## config.mk

```make
export PLATFORM = sky130hd
export DESIGN_NAME = mips_load_store_unit
export DESIGN_NICKNAME = d
export VERILOG_FILES = /design/src/rtl/mips_load_store_unit.sv
export SDC_FILE = /design/constraint.sdc
export NUM_CORES = 1
export LEC_CHECK = 0
export ABC_CLOCK_PERIOD_IN_PS = 4300
export CORE_MARGIN = 2
export CORE_UTILIZATION = 49
export DETAILED_ROUTE_END_ITERATION = 12
export HOLD_SLACK_MARGIN = 0.03
export PLACE_DENSITY = 0.84
export SKIP_LAST_GASP = 1
export SYNTH_ARGS = -nofsm -noshare
export SYNTH_HDL_FRONTEND = slang
export SYNTH_SLANG_ARGS = --single-unit
```

## constraint.sdc

```tcl
create_clock -name CLK -period 4.3 [get_ports CLK]
set_input_delay 0.86 -clock CLK [delete_from_list [all_inputs] [get_ports CLK]]
set_output_delay 0.86 -clock CLK [all_outputs]
set_load 0.02 [all_outputs]
```

## src/rtl/mips_load_store_unit.sv

```systemverilog
// Load/store unit for the MIPS datapath: one request at a time, sub-word stores as read-modify-write.
// Optional macro LSU_MISALIGN_CHECK_EN rejects misaligned halfword/word accesses.
module mips_load_store_unit #(
  parameter int LOCATIONS = 256
) (
  input  logic        CLK,
  input  logic        RST,
  input  logic        req_valid,
  output logic        req_ready,
  input  logic        req_we,
  input  logic [1:0]  req_size,
  input  logic        req_unsigned,
  input  logic [31:0] req_addr,
  input  logic [31:0] req_wdata,
  output logic        resp_valid,
  output logic [31:0] resp_rdata,
  output logic        resp_err,
  output logic [31:0] mem_A,
  output logic [31:0] mem_WD,
  output logic        mem_WE,
  input  logic [31:0] mem_RD
);

  localparam logic [2:0] S_IDLE   = 3'd0;
  localparam logic [2:0] S_LOAD   = 3'd1;
  localparam logic [2:0] S_RMW_RD = 3'd2;
  localparam logic [2:0] S_WRITE  = 3'd3;
  localparam logic [2:0] S_ERR    = 3'd4;
  localparam logic [2:0] S_RESP   = 3'd5;

  localparam logic [29:0] LOC_LIMIT = 30'(LOCATIONS);

  logic [2:0]  state_q, state_d;
  logic [1:0]  size_q, size_d;
  logic        uns_q, uns_d;
  logic [1:0]  addr_lo_q, addr_lo_d;
  logic [15:0] wdata_q, wdata_d;
  logic [31:0] rdata_q, rdata_d;
  logic [31:0] mem_A_q, mem_A_d;
  logic [31:0] mem_WD_q, mem_WD_d;

  logic        accept;
  logic        out_of_range;
  logic        misaligned;
  logic [7:0]  byte_sel;
  logic [15:0] half_sel;
  logic        sext;
  logic [31:0] load_ext;
  logic [31:0] merged;

  assign req_ready    = (state_q == S_IDLE) && !RST;
  assign accept       = req_valid && req_ready;
  assign out_of_range = (req_addr[31:2] >= LOC_LIMIT);

`ifdef LSU_MISALIGN_CHECK_EN
  assign misaligned = ((req_size == 2'b01) && req_addr[0]) ||
                      (req_size[1] && (req_addr[1:0] != 2'b00));
`else
  assign misaligned = 1'b0;
`endif

  // Lane selection uses the latched low address bits; misaligned bits are simply ignored when unchecked.
  assign byte_sel = mem_RD[{addr_lo_q, 3'b000} +: 8];
  assign half_sel = addr_lo_q[1] ? mem_RD[31:16] : mem_RD[15:0];
  assign sext     = !uns_q;

  always_comb begin
    load_ext = mem_RD;
    case (size_q)
      2'b00:   load_ext = {{24{sext & byte_sel[7]}}, byte_sel};
      2'b01:   load_ext = {{16{sext & half_sel[15]}}, half_sel};
      default: load_ext = mem_RD;
    endcase
  end

  always_comb begin
    merged = mem_RD;
    if (size_q == 2'b00) begin
      merged[{addr_lo_q, 3'b000} +: 8] = wdata_q[7:0];
    end else begin
      merged[{addr_lo_q[1], 4'b0000} +: 16] = wdata_q[15:0];
    end
  end

  always_comb begin
    state_d   = state_q;
    size_d    = size_q;
    uns_d     = uns_q;
    addr_lo_d = addr_lo_q;
    wdata_d   = wdata_q;
    rdata_d   = rdata_q;
    mem_A_d   = mem_A_q;
    mem_WD_d  = mem_WD_q;
    case (state_q)
      S_IDLE: begin
        if (accept) begin
          size_d    = req_size;
          uns_d     = req_unsigned;
          addr_lo_d = req_addr[1:0];
          wdata_d   = req_wdata[15:0];
          rdata_d   = '0;
          if (out_of_range || misaligned) begin
            state_d = S_ERR;
          end else begin
            mem_A_d = {req_addr[31:2], 2'b00};
            if (!req_we) begin
              state_d = S_LOAD;
            end else if (req_size[1]) begin
              mem_WD_d = req_wdata;
              state_d  = S_WRITE;
            end else begin
              state_d = S_RMW_RD;
            end
          end
        end
      end
      S_LOAD: begin
        rdata_d = load_ext;
        state_d = S_RESP;
      end
      S_RMW_RD: begin
        mem_WD_d = merged;
        state_d  = S_WRITE;
      end
      S_WRITE: state_d = S_RESP;
      S_ERR:   state_d = S_IDLE;
      S_RESP:  state_d = S_IDLE;
      default: state_d = S_IDLE;
    endcase
  end

  always_ff @(posedge CLK) begin
    if (RST) begin
      state_q   <= S_IDLE;
      size_q    <= 2'b00;
      uns_q     <= 1'b0;
      addr_lo_q <= 2'b00;
      wdata_q   <= '0;
      rdata_q   <= '0;
      mem_A_q   <= '0;
      mem_WD_q  <= '0;
    end else begin
      state_q   <= state_d;
      size_q    <= size_d;
      uns_q     <= uns_d;
      addr_lo_q <= addr_lo_d;
      wdata_q   <= wdata_d;
      rdata_q   <= rdata_d;
      mem_A_q   <= mem_A_d;
      mem_WD_q  <= mem_WD_d;
    end
  end

  // Gating with RST drops an in-flight write the moment reset is raised.
  assign mem_WE     = (state_q == S_WRITE) && !RST;
  assign mem_A      = mem_A_q;
  assign mem_WD     = mem_WD_q;
  assign resp_valid = (state_q == S_RESP) || (state_q == S_ERR);
  assign resp_err   = (state_q == S_ERR);
  assign resp_rdata = rdata_q;

endmodule

```

Yosys cells after proc, flatten, opt, wreduce, memory -nomap -nowiden
Cells that the tools add are included.
{ "word_totals": {"ff_bits": 118, "output_inout_bits": 100, "inputBits": 103} }
{ "classes": {"n_eq_ne": 10, "n_bitwise": 3, "add_sub_neg": 2, "n_lt_le_gt_ge": 1, "n_reduce_logical": 15, "n_mux": 17, "shifts": 5} }
{ "op_table": {"columns": ["cell", "n"], "rows": [
  ["$mux W32", 6],
  ["$pmux W32 S2", 3],
  ["$bwmux W32", 2],
  ["$shift A16 B7 Y32 const A", 1],
  ["$shift A8 B7 Y32 const A", 1],
  ["$shiftx A16 B7 Y32", 1],
  ["$shiftx A32 B6 Y8", 1],
  ["$shiftx A8 B7 Y32", 1],
  ["$ge A30 B9 Y1 const B", 1],
  ["$mux W16", 1],
  ["$neg A5 Y7", 2],
  ["$pmux W3 S3", 1],
  ["$ne A2 B2 Y1 const B", 4],
  ["$eq A3 B2 Y1 const B", 2],
  ["$eq A3 B3 Y1 const B", 2],
  ["$mux W3", 2],
  ["$reduce_and A5 Y1", 1],
  ["$reduce_and A2 Y1", 2],
  ["$reduce_bool A2 Y1", 2],
  ["$eq A3 B1 Y1 const B", 1],
  ["$logic_and A1 B1 Y1", 3],
  ["$logic_not A3 Y1", 1],
  ["$reduce_and A3 Y1", 1],
  ["$and A1 B1 Y1", 2],
  ["other kinds (8)", 9]
]} }

Logic depth before layout (Yosys ltp)
Gate-level depths: netlist of run 1.
{ "logic_depth": {"ltp_word": 5, "depth_mapped": 9, "mapped_depth_nobuf": 6} }

Worst setup path before layout of run 1
OpenSTA, ideal clock, no wires.
{ "synth_path": {"kind": "input port to flip-flop", "startpoint": "input RST", "endpoint": "register wdata_q[1]", "path_stages": 6, "path_slack_ps": 1918, "setup_ps": 121, "arrival_ps": 2261, "path_cell_list": "buf_4 nor4_2 and2_1 buf_4 buf_6 mux2_2"} }
{ "synth_between": {"elab_chain_len": 4} }
{ "synth_rtl": {"columns": ["item", "line", "text"], "rows": [
  ["start: declaration", "7", "input logic RST,"],
  ["$logic_not A1 Y1", "51", "assign req_ready = (state_q == S_IDLE) && !RST;"],
  ["$logic_and A1 B1 Y1", "51", null],
  ["via req_ready", "9", "output logic req_ready,"],
  ["$logic_and A1 B1 Y1", "52", "assign accept = req_valid && req_ready;"],
  ["$reduce_and A2 Y1 (no line)", null, null],
  ["end signal: assignment", "147", "wdata_q <= wdata_d;"],
  ["end: declaration", "37", "logic [15:0] wdata_q, wdata_d;"]
]} }
The timed path passes the listed nets, and every way through them passes these cells.
A chain may end at the register's enable or synchronous reset.

Final worst setup path of run 1
{ "layout_path": {"startpoint": "input RST", "endpoint": "output mem_WE"} }
{ "layout_between": {"elab_chain_len": 2} }
{ "layout_rtl": {"columns": ["item", "line", "text"], "rows": [
  ["$logic_not A1 Y1", "155", "assign mem_WE = (state_q == S_WRITE) && !RST;"],
  ["$logic_and A1 B1 Y1", "155", null],
  ["end: declaration", "20", "output logic mem_WE,"]
]} }
Every way passes these cells.

==> results.sh, run 1 <==
export IMPL_drtIter0Drc=685
export IMPL_synth_warnings=0
export IMPL_max_slew_margin_pct=17.7
export IMPL_required_ns=3.44
export IMPL_num_vias=6151
export IMPL_crit_fanout=31
export IMPL_antenna_found_initial=0
export IMPL_layout_drive_gt1_share_pct=9.76
export IMPL_dp_hpwl_um=14200
export IMPL_pre_cts_slack_ns=1.07
export IMPL_rrSetupSlack_ns=1.64
export IMPL_crit_type="primary input to primary output"
export IMPL_syn_area_per_cell_um2=8.86
export IMPL_cts_made_buffers=17
export IMPL_p_switching_uw=743
export IMPL_min_from="resp_rdata[4]"
export IMPL_power_internal_mw=2.11
export IMPL_yosysSeqAreaShare_pct=40.0
export IMPL_path_clk_slew_ns=0.05
export IMPL_htreeDepth=4
export IMPL_port_buffers=200
export IMPL_synth_most_common_cell="dfxtp_1"
export IMPL_clk_latency_ns=0.42
export IMPL_hold_buffers=0
export IMPL_antennaDiodeCount=0
export IMPL_setup_ws_ns=1.12
export IMPL_status="finished clean"
export IMPL_finClkSkew_ns=0.00737
export IMPL_synth_cells=667
export IMPL_r2r_end="mem_WD[29]"
export IMPL_worstHoldPathCells=2
export IMPL_numClockSinks=118
export IMPL_fp_dieW_um=114
export IMPL_rsz0062_at_grt="no"
export IMPL_routed_wl_um=20300
export IMPL_ys_types=60
export IMPL_slew_violations=0
export IMPL_post_cts_setup_buffers=0
export IMPL_cts_tree="done"
export IMPL_hold_path_class="flop to flop"
export IMPL_slowest_delay_ns=0.54
export IMPL_avgRoutedWirePerCell_um=20.6
export IMPL_min_to="resp_rdata[4]"
export IMPL_worstMarginPinSlew_ns=1.23
export IMPL_synth_ff_type="dfxtp_1"
export IMPL_drt_pass1_iterations=5
export IMPL_synth_seq_cells=118
export IMPL_die_y_um=114
export IMPL_cts_resized=0
export IMPL_finalNetCount=935
export IMPL_start_util_pct=49.6
export IMPL_grt_total_usage_pct=31.2
export IMPL_power_density_nw_per_um2=341
export IMPL_synth_area_leaders="dfxtp_1 40%, o21ai_0 5.7%, nand4_1 4.6%, a21oi_1 3.6%, mux2_2 3.0%"
export IMPL_layout_min_cycle_time_ns=3.18
export IMPL_synth_common_cells="118 x dfxtp_1, 67 x o21ai_0, 48 x nand2_1"
export IMPL_cts_root_buf="clkbuf_16"
export IMPL_gp_congestion=0.911
export IMPL_area_growth_syn_to_layout_pct=41.5
export IMPL_clockBufferDepth=2
export IMPL_fin_crit_sh_pct=74.0
export IMPL_io_pins=203
export IMPL_core_um2=11900
export IMPL_drv_cap=0
export IMPL_drc_errors=0
export IMPL_avgViaCountPerCell=6.23
export IMPL_dieArea_um2=13000
export IMPL_peakVddDrop_uv=221
export IMPL_crit_chain="buf_2 > nor2_1 > and3_1 > clkdlybuf4s50_1"
export IMPL_synth_edf_count=0
export IMPL_finalSetupViolCount=0
export IMPL_critPathBufInv=2
export IMPL_synth_area_um2=5910
export IMPL_hold_violations=0
export IMPL_grt_pass1_wl_um=31700
export IMPL_yosysTopAreaCellShare_pct=40.0
export IMPL_final_util_pct=70.2
export IMPL_grt_pass1_vias=5855
export IMPL_ant_nets=0
export IMPL_r2r_start="addr_lo_q[1]"
export IMPL_max_freq_mhz=314
export IMPL_cp_slowest_cell="clkdlybuf4s50_1"
export IMPL_num_rows=40
export IMPL_final_setup_tns_ns=0
export IMPL_comb_power_share_pct=12.6
export IMPL_synth_top_cell_by_area="dfxtp_1"
export IMPL_grt_max_degree=42
export IMPL_overflow=0
export IMPL_seqPwrFrac_pct=39.7
export IMPL_crit_family="buffers and inverters"
export IMPL_p_leak_nw=2.96
export IMPL_synth_async_reset_ratio_pct=0
export IMPL_worstSetupEndpointType="primary output"
export IMPL_worst_setup_path_start_kind="primary input"
export IMPL_switching_share_pct=26.1
export IMPL_pwr_share_clk_pct=47.7
export IMPL_arrival_ns=2.32
export IMPL_worst_r2r_cell_count=6
-- logic make-up after synthesis --
kind of cell / synth area share [%]
adders and majority gates: 1.06
buffers and inverters: 8.42
other: 0.0634
and+or+nand+nor: 18.0
muxes: 5.17
DFF: 40.0
AOI/OAI and AO/OA: 27.3
-- layout by cell type (no fill, tap or decap), types with 17 or more instances in the layout --
cell type	n
o21ai_0	67
clkbuf_16	17
a21oi_1	42
inv_1	27
clkdlybuf4s50_1	199
nand4_1	43
nand2_1	48
and2_1	26
dfxtp_1	118
-- power groups by stage --
stage               logic (mW)  registers, mW  clock network, mW
floorplan                0.208           1.14                  0
global placement         0.342           1.15                  0
detailed placement       0.349           1.15                  0
CTS                      0.353           1.13               1.37
global route             0.386           1.13               1.42
finish                   0.359           1.13               1.36
-- worst max path at each step --
stage	endpoint	slack, ns	start	depth (start not counted)
4_1_cts	mem_WE	1.14	RST	4
3_5_place_dp	mem_A[12]	1.07	req_addr[27]	5
3_3_place_gp	mem_WD[30]	1.11	req_addr[10]	6
5_1_grt	mem_WE	1.02	RST	4
6_report	mem_WE	1.12	RST	4
2_1_floorplan	wdata_q[1]	1.92	RST	6
-- state kept, by name, indices dropped and copies added (netlist names) --
signal,flops
addr_lo_q,2
mem_A,30
mem_WD,32
resp_rdata,32
size_q,2
state_q,3
uns_q,1
wdata_q,16
-- final cells by class --
cell class                      count  area (um^2)
Clock inverter                     13          121
Sequential cell                   118         2360
Timing Repair Buffer              211         2080
Clock buffer                       19          453
Multi-Input combinational cell    451         3060
Tap cell                          147          184
Inverter                           28          105
Fill cell                         974         3550
-- routing by layer --
metal	track usage, %	part of all wire, %	vias up
met5	0	0	-
met4	10.9	2.3	0
met3	7.07	9.2	49
met2	51.7	48	374
met1	40.2	40	2908
li1	-	-	2820
-- through the flow --
step                      cell area (um^2)  power, mW  hold WS [ns]  instances
after floorplan                       5910       1.35         0.462        668
after global placement                7790       1.50         0.434        955
after detailed placement              7790       1.50         0.441        955
after CTS                             8360       2.85         0.454        987
after global routing                  8360       2.94         0.472        987
final                                 8360       2.85         0.451        987
-- worst register-to-register path, delay by kind of cell (launching register included) --
family	cells	cell delay, ns
AOI/OAI and AO/OA	3	0.72
buffers and inverters	1	0.45
and+or+nand+nor	1	0.49
adders and majority gates	1	0.56
DFF	1	0.34
No activity file was read; power rests on OpenSTA's default activity.
==> inputs of run 2 (changes only) <==
--- a/config.mk
+++ b/config.mk
@@ -5,12 +5,12 @@
 export SDC_FILE = /design/constraint.sdc
 export NUM_CORES = 1
 export LEC_CHECK = 0
-export ABC_CLOCK_PERIOD_IN_PS = 4300
+export ABC_CLOCK_PERIOD_IN_PS = 2800
 export CORE_MARGIN = 2
-export CORE_UTILIZATION = 49
+export CORE_UTILIZATION = 41
 export DETAILED_ROUTE_END_ITERATION = 12
 export HOLD_SLACK_MARGIN = 0.03
-export PLACE_DENSITY = 0.84
+export PLACE_DENSITY = 0.74
 export SKIP_LAST_GASP = 1
 export SYNTH_ARGS = -nofsm -noshare
 export SYNTH_HDL_FRONTEND = slang
==> constraint.sdc (replaced) <==
create_clock -name CLK -period 2.8 [get_ports CLK]
set_input_delay 0.56 -clock CLK [delete_from_list [all_inputs] [get_ports CLK]]
set_output_delay 0.56 -clock CLK [all_outputs]
set_load 0.02 [all_outputs]
==> run 2 against run 1 <==
  * Sequential cell count did not move
  * Clock skew fell by 0.0020 ns
  * Clock power rose by 90%
  * Hold slack got worse by 0.0014 ns
  * Sequential power rose by 53%
  * Via count rose by 2.6%
  * Cell count rose by 4.9%
==> results.sh, run 2 (synthesized netlist as in run 1, its figures left out) <==
export IMPL_pre_cts_slack_ns=0.230
export IMPL_grt_max_degree=45
export IMPL_clockBufferDepth=2
export IMPL_cts_resized=0
export IMPL_routed_wl_um=20500
export IMPL_dieArea_um2=15400
export IMPL_gp_congestion=0.945
export IMPL_post_cts_setup_buffers=0
export IMPL_crit_type="flop to flop"
export IMPL_setup_ws_ns=0.247
export IMPL_overflow=0
export IMPL_finalNetCount=950
export IMPL_worstSetupEndpointType="flop"
export IMPL_grt_total_usage_pct=26.1
export IMPL_num_rows=43
export IMPL_max_freq_mhz=392
export IMPL_status="finished clean"
export IMPL_multi_input_area_um2=3060
export IMPL_hold_violations=0
export IMPL_htreeDepth=4
export IMPL_worstMarginPinSlew_ns=0.746
export IMPL_drc_errors=0
export IMPL_final_cell_mix="199 x clkdlybuf4s50_1, 118 x dfxtp_1, 67 x o21ai_0"
export IMPL_max_slew_margin_pct=50.2
export IMPL_fp_dieW_um=124
export IMPL_ant_nets=0
export IMPL_cts_made_buffers=17
export IMPL_hold_path_class="primary input to flop"
export IMPL_final_setup_tns_ns=0
export IMPL_io_pins=203
export IMPL_port_buffers=200
export IMPL_clk_latency_ns=0.42
export IMPL_finalSetupViolCount=0
export IMPL_numClockSinks=118
export IMPL_hold_buffers=0
export IMPL_rsz0062_at_grt="no"
export IMPL_drtIter0Drc=539
export IMPL_path_clk_slew_ns=0.06
export IMPL_area_sequential_um2=2360
export IMPL_worst_setup_path_start_kind="flop"
export IMPL_total_power_mw=4.90
export IMPL_antennaDiodeCount=0
export IMPL_arrival_ns=2.89
export IMPL_cts_tree="done"
export IMPL_crit_fanout=16
export IMPL_finClkSkew_ns=0.00539
export IMPL_start_util_pct=42.3
export IMPL_avgViaCountPerCell=6.10
export IMPL_dp_hpwl_um=14900
export IMPL_avgRoutedWirePerCell_um=19.8
export IMPL_stdcell_area_um2=8660
export IMPL_layout_min_cycle_time_ns=2.55
export IMPL_antenna_found_initial=0
export IMPL_p_leak_nw=3.10
export IMPL_cts_root_buf="clkbuf_16"
export IMPL_die_y_um=124
export IMPL_placed_cell_area_um2=7960
export IMPL_slew_violations=0
export IMPL_drt_pass1_iterations=7
export IMPL_num_vias=6312
export IMPL_core_um2=14000
export IMPL_drv_cap=0
export IMPL_fin_crit_sh_pct=91.2
export IMPL_num_fill_cells=1154
export IMPL_power_density_nw_per_um2=566
export IMPL_grt_pass1_vias=5929
export IMPL_area_growth_syn_to_layout_pct=46.5
export IMPL_peakVddDrop_uv=387
export IMPL_required_ns=3.13
export IMPL_layout_drive_gt1_share_pct=11.2
export IMPL_final_common_cell="clkdlybuf4s50_1"
export IMPL_grt_pass1_wl_um=30800
-- run 2: worst paths after layout --
check	from	end	slack [ns]	cells past startpoint
worst max-delay path	addr_lo_q[0]	mem_WD[27]	0.25	6
worst min-delay path	RST	state_q[1]	0.45	2
worst max register to register	addr_lo_q[0]	mem_WD[27]	0.25	6
worst min register to register	resp_rdata[11]	resp_rdata[11]	0.45	1
-- run 2: power by group --
part           total (mW)  internal [mW]  switching, mW
sequential           1.73           1.70         0.0301
combinational       0.575          0.274          0.301
clock                2.59           1.81          0.788
total                4.90           3.78           1.12
-- run 2: per-stage QoR --
step	instances	hold slack, ns	util [%]
after global placement	1003	0.439	56.9
final	1035	0.450	61.9
after floorplan	668	0.462	-
after global routing	1035	0.448	61.9
after detailed placement	1003	0.441	56.9
after CTS	1035	0.435	61.9
-- run 2: layout make-up --
class,instances,share of cell area [%]
clock buffers,20,5.27
inverters,28,1.21
well taps,180,2.60
repair buffers,226,25.5
flip-flops and latches,118,27.3
clock inverters,12,2.85
multi-input cells,451,35.3
-- run 2: routing by layer --
metal	GRT usage, %	vias up	wire, um
met2	41.6	395	9540
met4	12.8	0	782
met5	0	-	0
met1	32.9	3000	8210
met3	6.41	64	1950
li1	-	2853	-
-- run 2: critical path, cell delays in order, from the launching register on --
cell,delay (ns)
dfxtp_1,0.64
inv_1,0.20
ha_1,0.41
nand4bb_1,0.47
o221ai_1,0.31
a21oi_1,0.17
a311oi_1,0.28
==> inputs of run 3 (changes only) <==
--- a/config.mk
+++ b/config.mk
@@ -6,8 +6,10 @@
 export NUM_CORES = 1
 export LEC_CHECK = 0
 export ABC_CLOCK_PERIOD_IN_PS = 2800
+export CORE_ASPECT_RATIO = 0.7
 export CORE_MARGIN = 2
 export CORE_UTILIZATION = 41
+export CTS_CLUSTER_SIZE = 10
 export DETAILED_ROUTE_END_ITERATION = 12
 export HOLD_SLACK_MARGIN = 0.03
 export PLACE_DENSITY = 0.74
==> run 3 against run 2 <==
  * Clock power down 16%
  * Worst setup slack better by 0.050 ns
  * Core utilization down 0.70 points
  * Wire length up 4.1%
  * Critical path depth down 4
  * Maximum frequency up 2.0%
  * Non-clock buffer count up 5
  * Largest cell class unchanged
==> results.sh, run 3 (synthesized netlist as in run 1, its figures left out) <==
export IMPL_startpoint="state_q[2]"
export IMPL_worstMarginPinSlew_ns=0.820
export IMPL_placedCellCount=1018
export IMPL_routed_wl_um=21300
export IMPL_core_um2=14000
export IMPL_r2r_end="mem_WD[28]"
export IMPL_htreeDepth=4
export IMPL_rrSetupSlack_ns=0.51
export IMPL_crit_type="flop to primary output"
export IMPL_drv_cap=0
export IMPL_crit_fanout=7
export IMPL_layout_min_cycle_time_ns=2.50
export IMPL_drc_errors=0
export IMPL_antenna_found_initial=0
export IMPL_cts_resized=0
export IMPL_hold_buffers=0
export IMPL_dp_hpwl_um=15700
export IMPL_worst_setup_path_start_kind="flop"
export IMPL_gp_congestion=0.887
export IMPL_clk_latency_ns=0.42
export IMPL_max_slew_margin_pct=45.1
export IMPL_finalSetupViolCount=0
export IMPL_fp_dieW_um=148
export IMPL_fin_crit_sh_pct=89.4
export IMPL_finalNetCount=955
export IMPL_avgRoutedWirePerCell_um=20.3
export IMPL_post_cts_setup_buffers=0
export IMPL_grt_pass1_wl_um=32900
export IMPL_io_pins=203
export IMPL_rsz0062_at_grt="no"
export IMPL_dieArea_um2=15400
export IMPL_grt_pass1_vias=5892
export IMPL_slew_violations=0
export IMPL_cts_root_buf="clkbuf_16"
export IMPL_avgViaCountPerCell=5.91
export IMPL_hold_violations=0
export IMPL_stdcell_count=1050
export IMPL_clockBufferDepth=2
export IMPL_peakVddDrop_uv=446
export IMPL_grt_total_usage_pct=27.2
export IMPL_area_growth_syn_to_layout_pct=45.0
export IMPL_ant_nets=0
export IMPL_start_util_pct=42.2
export IMPL_drt_pass1_iterations=5
export IMPL_die_y_um=104
export IMPL_port_buffers=200
export IMPL_worstSetupEndpointType="primary output"
export IMPL_path_clk_slew_ns=0.06
export IMPL_total_power_mw=4.49
export IMPL_cts_made_buffers=17
export IMPL_overflow=0
export IMPL_num_vias=6209
export IMPL_r2r_start="addr_lo_q[1]"
export IMPL_worst_r2r_cell_count=7
export IMPL_final_cell_mix="199 x clkdlybuf4s50_1, 118 x dfxtp_1, 67 x o21ai_0"
export IMPL_layout_drive_gt1_share_pct=11.9
export IMPL_final_common_cell="clkdlybuf4s50_1"
export IMPL_antennaDiodeCount=0
export IMPL_status="finished clean"
export IMPL_p_leak_nw=3.07
export IMPL_finClkSkew_ns=0.00834
export IMPL_cts_tree="done"
export IMPL_max_freq_mhz=400
export IMPL_grt_max_degree=43
export IMPL_num_fill_cells=1201
export IMPL_power_density_nw_per_um2=523
export IMPL_arrival_ns=1.94
export IMPL_hold_path_class="flop to flop"
export IMPL_critPathCapture="req_ready"
export IMPL_num_rows=36
export IMPL_numClockSinks=118
export IMPL_final_setup_tns_ns=0
export IMPL_required_ns=2.24
export IMPL_drtIter0Drc=659
==> run 3: cell types whose count changed in the layout (fill, tap and decap cells not counted) <==
cell	delta
bufinv_16	-6
inv_6	+8
clkinv_2	-1
inv_8	+2
clkbuf_1	-1
buf_4	+6
buf_12	-1
clkbuf_8	-2
==> run 3: area by class of cell <==
| type | instances | area [um^2] | area share, % |
|---|---|---|---|
| clock buffers | 17 | 425 | 4.96 |
| multi-input cells | 451 | 3060 | 35.7 |
| flip-flops and latches | 118 | 2360 | 27.6 |
| repair buffers | 231 | 2230 | 26.0 |
| inverters | 28 | 105 | 1.23 |
| clock inverters | 15 | 154 | 1.80 |
| well taps | 190 | 238 | 2.77 |
==> run 3: metrics by stage <==
stage	instance area [um^2]	setup WS, ns	util [%]	hold slack (ns)
5_1_grt	8570	0.226	61.2	0.472
3_5_place_dp	7990	0.189	57.1	0.443
4_1_cts	8570	0.274	61.2	0.452
2_1_floorplan	5910	0.511	-	0.462
6_report	8570	0.297	61.2	0.452
3_3_place_gp	7990	0.369	57.1	0.439
==> run 3: worst max-delay path: stages (launching register included) <==
cell	delay, ns
dfxtp_1	0.40
nor4_2	0.40
clkdlybuf4s50_1	0.72
==> run 3: worst min path at each step <==
stage,from,end,slack [ns],cells past startpoint
CTS,resp_rdata[0],resp_rdata[0],0.45,2
floorplan,wdata_q[10],wdata_q[10],0.46,2
global route,resp_rdata[6],resp_rdata[6],0.47,2
finish,resp_rdata[0],resp_rdata[0],0.45,2
global placement,resp_rdata[11],resp_rdata[11],0.44,1
detailed placement,resp_rdata[3],resp_rdata[3],0.44,2
==> run 3: metal layers <==
| layer | up-vias | global-route usage, % | share of wire (%) |
|---|---|---|---|
| met4 | 0 | 7.62 | 1.7 |
| met1 | 2947 | 37.5 | 44 |
| met5 | - | 0 | 0 |
| met3 | 30 | 8.20 | 11 |
| met2 | 360 | 41.0 | 44 |
| li1 | 2872 | - | - |
==> run 3: power by group <==
| group | switching (mW) | leakage, nW | internal, mW |
|---|---|---|---|
| logic | 0.317 | 1.84 | 0.276 |
| registers | 0.0188 | 0.954 | 1.70 |
| clock network | 0.915 | 0.277 | 1.26 |
